### src/rtl/regfile_ctrl_pkg.sv
// Shared constants and types for the register-file writeback arbiter and its scoreboard.
package regfile_ctrl_pkg;

  localparam int unsigned DATA_W   = 32;
  localparam int unsigned ADDR_W   = 5;
  localparam int unsigned NUM_REGS = 2 ** ADDR_W;

  typedef enum logic [0:0] {
    PRIO_A = 1'b0,
    PRIO_B = 1'b1
  } arb_state_e;

  typedef enum logic [1:0] {
    GNT_NONE = 2'd0,
    GNT_A    = 2'd1,
    GNT_B    = 2'd2
  } grant_e;

endpackage

### src/rtl/wb_scoreboard.sv
// Per-register pending-write busy bits: set at issue, cleared by a committed writeback.
module wb_scoreboard
  import regfile_ctrl_pkg::*;
(
  input  logic              clk,
  input  logic              rst,
  input  logic              set,
  input  logic [ADDR_W-1:0] set_reg,
  input  logic              clr,
  input  logic [ADDR_W-1:0] clr_reg,
  input  logic [ADDR_W-1:0] q1_reg,
  input  logic [ADDR_W-1:0] q2_reg,
  output logic              q1_busy,
  output logic              q2_busy
);

  logic [NUM_REGS-1:0] busy;
  logic [NUM_REGS-1:0] busy_next;

  // Clear applied first so a same-cycle set of the same register wins; r0 never goes busy.
  always_comb begin
    busy_next = busy;
    if (clr) begin
      busy_next[clr_reg] = 1'b0;
    end
    if (set && (set_reg != '0)) begin
      busy_next[set_reg] = 1'b1;
    end
  end

  always_ff @(posedge clk or negedge rst) begin
    if (!rst) begin
      busy <= '0;
    end else begin
      busy <= busy_next;
    end
  end

  assign q1_busy = busy[q1_reg];
  assign q2_busy = busy[q2_reg];

endmodule

### src/rtl/regfile_wb_arbiter.sv
// Two-source writeback arbiter for the register file write port (A priority, B anti-starvation).
// Optional scoreboard enabled by defining WB_SCOREBOARD_EN.
module regfile_wb_arbiter
  import regfile_ctrl_pkg::*;
#(
  parameter int unsigned STARVE_LIMIT = 4
) (
  input  logic              clk,
  input  logic              rst,
  input  logic              a_valid,
  input  logic [ADDR_W-1:0] a_reg,
  input  logic [DATA_W-1:0] a_data,
  output logic              a_ready,
  input  logic              b_valid,
  input  logic [ADDR_W-1:0] b_reg,
  input  logic [DATA_W-1:0] b_data,
  output logic              b_ready,
  output logic              regWrite,
  output logic [ADDR_W-1:0] WriteReg,
  output logic [DATA_W-1:0] writeData,
  input  logic              sb_set,
  input  logic [ADDR_W-1:0] sb_set_reg,
  input  logic [ADDR_W-1:0] q1_reg,
  input  logic [ADDR_W-1:0] q2_reg,
  output logic              q1_busy,
  output logic              q2_busy
);

  localparam int unsigned      CNT_W   = $clog2(STARVE_LIMIT + 1);
  localparam logic [CNT_W-1:0] CNT_MAX = CNT_W'(STARVE_LIMIT);

  arb_state_e       state;
  arb_state_e       state_next;
  grant_e           grant_c;
  logic [CNT_W-1:0] starve_cnt;
  logic [CNT_W-1:0] starve_next;

  always_ff @(posedge clk or negedge rst) begin
    if (!rst) begin
      state      <= PRIO_A;
      starve_cnt <= '0;
    end else begin
      state      <= state_next;
      starve_cnt <= starve_next;
    end
  end

  // Promotion looks at the updated count so B wins exactly on the stall after the limit.
  always_comb begin
    state_next  = state;
    grant_c     = GNT_NONE;
    starve_next = '0;
    if (rst) begin
      unique case (state)
        PRIO_A: begin
          if (a_valid)      grant_c = GNT_A;
          else if (b_valid) grant_c = GNT_B;
        end
        PRIO_B: begin
          if (b_valid)      grant_c = GNT_B;
          else if (a_valid) grant_c = GNT_A;
        end
        default: grant_c = GNT_NONE;
      endcase

      if (b_valid && (grant_c != GNT_B)) begin
        starve_next = (starve_cnt == CNT_MAX) ? CNT_MAX : CNT_W'(starve_cnt + 1'b1);
      end

      unique case (state)
        PRIO_A: if (starve_next == CNT_MAX) state_next = PRIO_B;
        PRIO_B: if ((grant_c == GNT_B) || !b_valid) state_next = PRIO_A;
        default: state_next = PRIO_A;
      endcase
    end
  end

  assign a_ready = (grant_c == GNT_A);
  assign b_ready = (grant_c == GNT_B);

  // Writes to r0 are consumed but never enabled; index/data still track the winner.
  always_ff @(posedge clk or negedge rst) begin
    if (!rst) begin
      regWrite  <= 1'b0;
      WriteReg  <= '0;
      writeData <= '0;
    end else begin
      unique case (grant_c)
        GNT_A: begin
          regWrite  <= (a_reg != '0);
          WriteReg  <= a_reg;
          writeData <= a_data;
        end
        GNT_B: begin
          regWrite  <= (b_reg != '0);
          WriteReg  <= b_reg;
          writeData <= b_data;
        end
        default: regWrite <= 1'b0;
      endcase
    end
  end

`ifdef WB_SCOREBOARD_EN
  wb_scoreboard u_scoreboard (
    .clk     (clk),
    .rst     (rst),
    .set     (sb_set),
    .set_reg (sb_set_reg),
    .clr     (regWrite),
    .clr_reg (WriteReg),
    .q1_reg  (q1_reg),
    .q2_reg  (q2_reg),
    .q1_busy (q1_busy),
    .q2_busy (q2_busy)
  );
`else
  logic unused_sb;
  assign unused_sb = ^{sb_set, sb_set_reg, q1_reg, q2_reg};
  assign q1_busy   = 1'b0;
  assign q2_busy   = 1'b0;
`endif

endmodule

### config.mk
export PLATFORM = sky130hd
export DESIGN_NAME = regfile_wb_arbiter
export DESIGN_NICKNAME = d
export VERILOG_FILES = /design/src/rtl/regfile_ctrl_pkg.sv /design/src/rtl/wb_scoreboard.sv /design/src/rtl/regfile_wb_arbiter.sv
export SDC_FILE = /design/constraint.sdc
export NUM_CORES = 1
export LEC_CHECK = 0
export ABC_AREA = 1
export CAP_MARGIN = 40
export CORE_ASPECT_RATIO = 1.2
export CORE_MARGIN = 4
export CORE_UTILIZATION = 33
export CTS_BUF_LIST = sky130_fd_sc_hd__clkbuf_16
export DETAILED_ROUTE_END_ITERATION = 16
export GPL_TIMING_DRIVEN = 0
export PLACE_DENSITY = 0.76
export SLEW_MARGIN = 20
export SYNTH_ARGS = -nofsm -noshare
export SYNTH_HDL_FRONTEND = slang
export SYNTH_SLANG_ARGS = --single-unit
### constraint.sdc
create_clock -name clk -period 1.4 [get_ports clk]
set_input_delay 0.28 -clock clk [delete_from_list [all_inputs] [get_ports clk]]
set_output_delay 0.28 -clock clk [all_outputs]
set_load 0.01 [all_outputs]
==> metrics.cfg <==
[timing]
rsz0062_at_grt=yes
slew_violations=0
clock_skew_ns=0.00455
hold_viol=0
period_share_pct=108
final-setup-viol-count=31
setup_slack_ns=-0.110
period_needed_ns=1.51
fmax_mhz=662
whs_ns=0.0169

[setup_path]
cp_cell_sequence=inv_2 -> a21oi_4 -> inv_2 -> ha_4 -> buf_6
crit_path_frequent_cell=inv_2
worstPathRequired_ns=1.12
critPathMaxFanout=2
start_kind=flip-flop
arrival_ns=1.23
cpMaxStageDelayCell=dfrtp_1
slowest_delay_ns=0.37
crit_type=flip-flop to primary output
critPathCaptureType=primary output

[route]
num_vias=2239
wire_per_inst_um=15.8
vias_per_cell=4.70
first_pass_iters=4
drt_wl_total_um=7500
drtIter0Drc=60
postRouteAntennaNets=0
drc=0

[logic_synthesis]
synth-compound-area-share_pct=24.3
syn_inst=249
synthArstFlopShare_pct=100
yosysUniqueCellTypes=19
synth_largest_area_cell=dfrtp_1
seq_area_frac_synth_pct=48.0
synth_top_area_share_pct=48.0
synth_area_leaders=dfrtp_1 48%, a21oi_2 16%, nand2_1 8.1%
avgSynthCellArea_um2=8.80
synth_edf_count=0
synth_commonest_cells=47 x nand2_1, 44 x nor2_1, 42 x dfrtp_1, 39 x a21oi_2, 35 x a21oi_1
yosysWarningCount=0
synth_top_family_by_area=compound AO/OA/AOI/OAI gates
syn_area_um2=2190
synthSimpleGateAreaFrac_pct=17.5
synthMuxAreaShare_pct=0
yosysMostFrequentCell=nand2_1
yosys.area_share.adder_pct=2.28
synth_seq_cells=42
synthXorXnorAreaFrac_pct=0
synth_flop_cell=dfrtp_1

[die]
rows=32
initial_core_util_pct=34.0
io_pins=136
fp.dieW_um=82.4
coreArea_um2=6450
dieArea_um2=8010
die_h_um=97.3

[cells_and_area]
multiInputGateArea_um2=1250
diodes=0
fillCellCount=521
nNetsFinal=488
drive_above_1_share_pct=28.1
syn_to_final_growth_pct=93.7
final_cell_area_um2=4240
fin_cells=476
seqCellArea_um2=1050

[outcome]
violations=negative setup slack
status=complete, but fails checks

[grt]
grt_pass1_wl_um=10800
grt_max_degree=21
grt_pass1_vias=2265
gr-total-overflow=0
antenna_found_initial=0
grt_usage_pct=17.5

[clocking]
cts_tree=done
cts-root-buf=clkbuf_16
clock_sinks=42
clk_path_buf_depth=2
clock_latency_ns=0.29
htree_levels=2
numCtsBuffers=5
path_clk_slew_ns=0.06

[placement]
dpl_cell_area_um2=3490
dp_worst_setup_slack_ns=-0.999
port_buffers=117
dp_hpwl_um=5060
gp_congestion=0.748
dp_cells=453

[power]
p_leak_nw=1.82
power.total_w=0.00429
pwr_density_cell_nw_per_um2=1010
ir_worst_vdd_uv=640

[worst_hold_path]
hp-class=input pin to async pin

[run]
drv_cap=0

-- power by group --
part           internal, W  total (W)  switching, W
logic             0.000763    0.00144      0.000674
clock network     0.000835    0.00132      0.000489
registers          0.00143    0.00153      0.000104
total              0.00302    0.00429       0.00127
-- flip-flops by register name (all words and copies together) (netlist names) --
name / flops
writeData: 32
state: 1
WriteReg: 5
regWrite: 1
starve_cnt: 3
-- final timing paths --
path | from | endpoint | slack, ns | depth (start not counted)
max in group asynchronous | rst | writeData[5] | 0.52 | 3
setup / recovery | state | a_ready | -0.11 | 5
hold reg to reg | writeData[23] | writeData[23] | 0.51 | 2
setup reg to reg | state | writeData[0] | -0.11 | 8
hold / removal | rst | starve_cnt[2] | 0.02 | 2
min in group clk | rst | state | 0.35 | 4
-- worst max-delay path: cells and delay by family (launching register included) --
| kind | cells | cell delay (ns) |
|---|---|---|
| AOI/OAI and AO/OA | 1 | 0.17 |
| DFF | 1 | 0.37 |
| buffers and inverters | 3 | 0.24 |
| adders and majority gates | 1 | 0.16 |
-- cell families (layout without fill, tap and decap cells) --
kind of cell	Yosys count	after routing
flip-flops	42	42
other	1	2
adder cells (fa/ha/maj)	4	4
AO/OA/AOI/OAI	77	77
AND/OR/NAND/NOR	98	98
buffers and inverters	27	168
-- routing by layer --
layer / GRT usage, % / wire [um]
met1: 18.9 / 2780
met2: 30.8 / 4030
met3: 5.01 / 442
met4: 7.54 / 250
met5: 0 / 0
-- through the flow --
| step | utilization [%] | TNS, ns |
|---|---|---|
| after detailed placement | 54.2 | -33.66 |
| final | 65.8 | -2.09 |
| after CTS | 59.1 | -2.56 |
| after global routing | 65.8 | -4.68 |
| after floorplan | - | 0 |
| after global placement | 53.9 | -146.38 |
-- layout make-up --
cell class	count	share of cell area, %
plain buffers	16	5.22
repair buffers	133	33.0
well taps	85	2.51
clock buffers	5	2.95
multi-input cells	181	29.4
inverters	11	1.27
flip-flops and latches	42	24.8
clock inverters	3	0.943
-- cell usage in the layout (no fill, tap or decap), types with 7 or more instances in the layout --
cell             instances
clkbuf_16                9
inv_1                    7
nor2_1                  44
dfrtp_1                 42
buf_4                    9
clkdlybuf4s50_1         74
a21oi_1                 17
a21oi_4                 21
nand2_1                 46
buf_6                    7
a21oi_2                 36
dlygate4sd2_1           40
buf_12                  10
-- timing repair --
item | in CTS | in global routing
endpoints found under the hold margin | 29 | 0
setup buffers | 4 | 3
resized for setup | 80 | 58
pin swaps | 6 | 7
hold buffers | 2 | 0
setup endpoints to repair | 78 | 40
cloned | 1 | 4
Note: power is estimated with default switching activity, not from simulation.
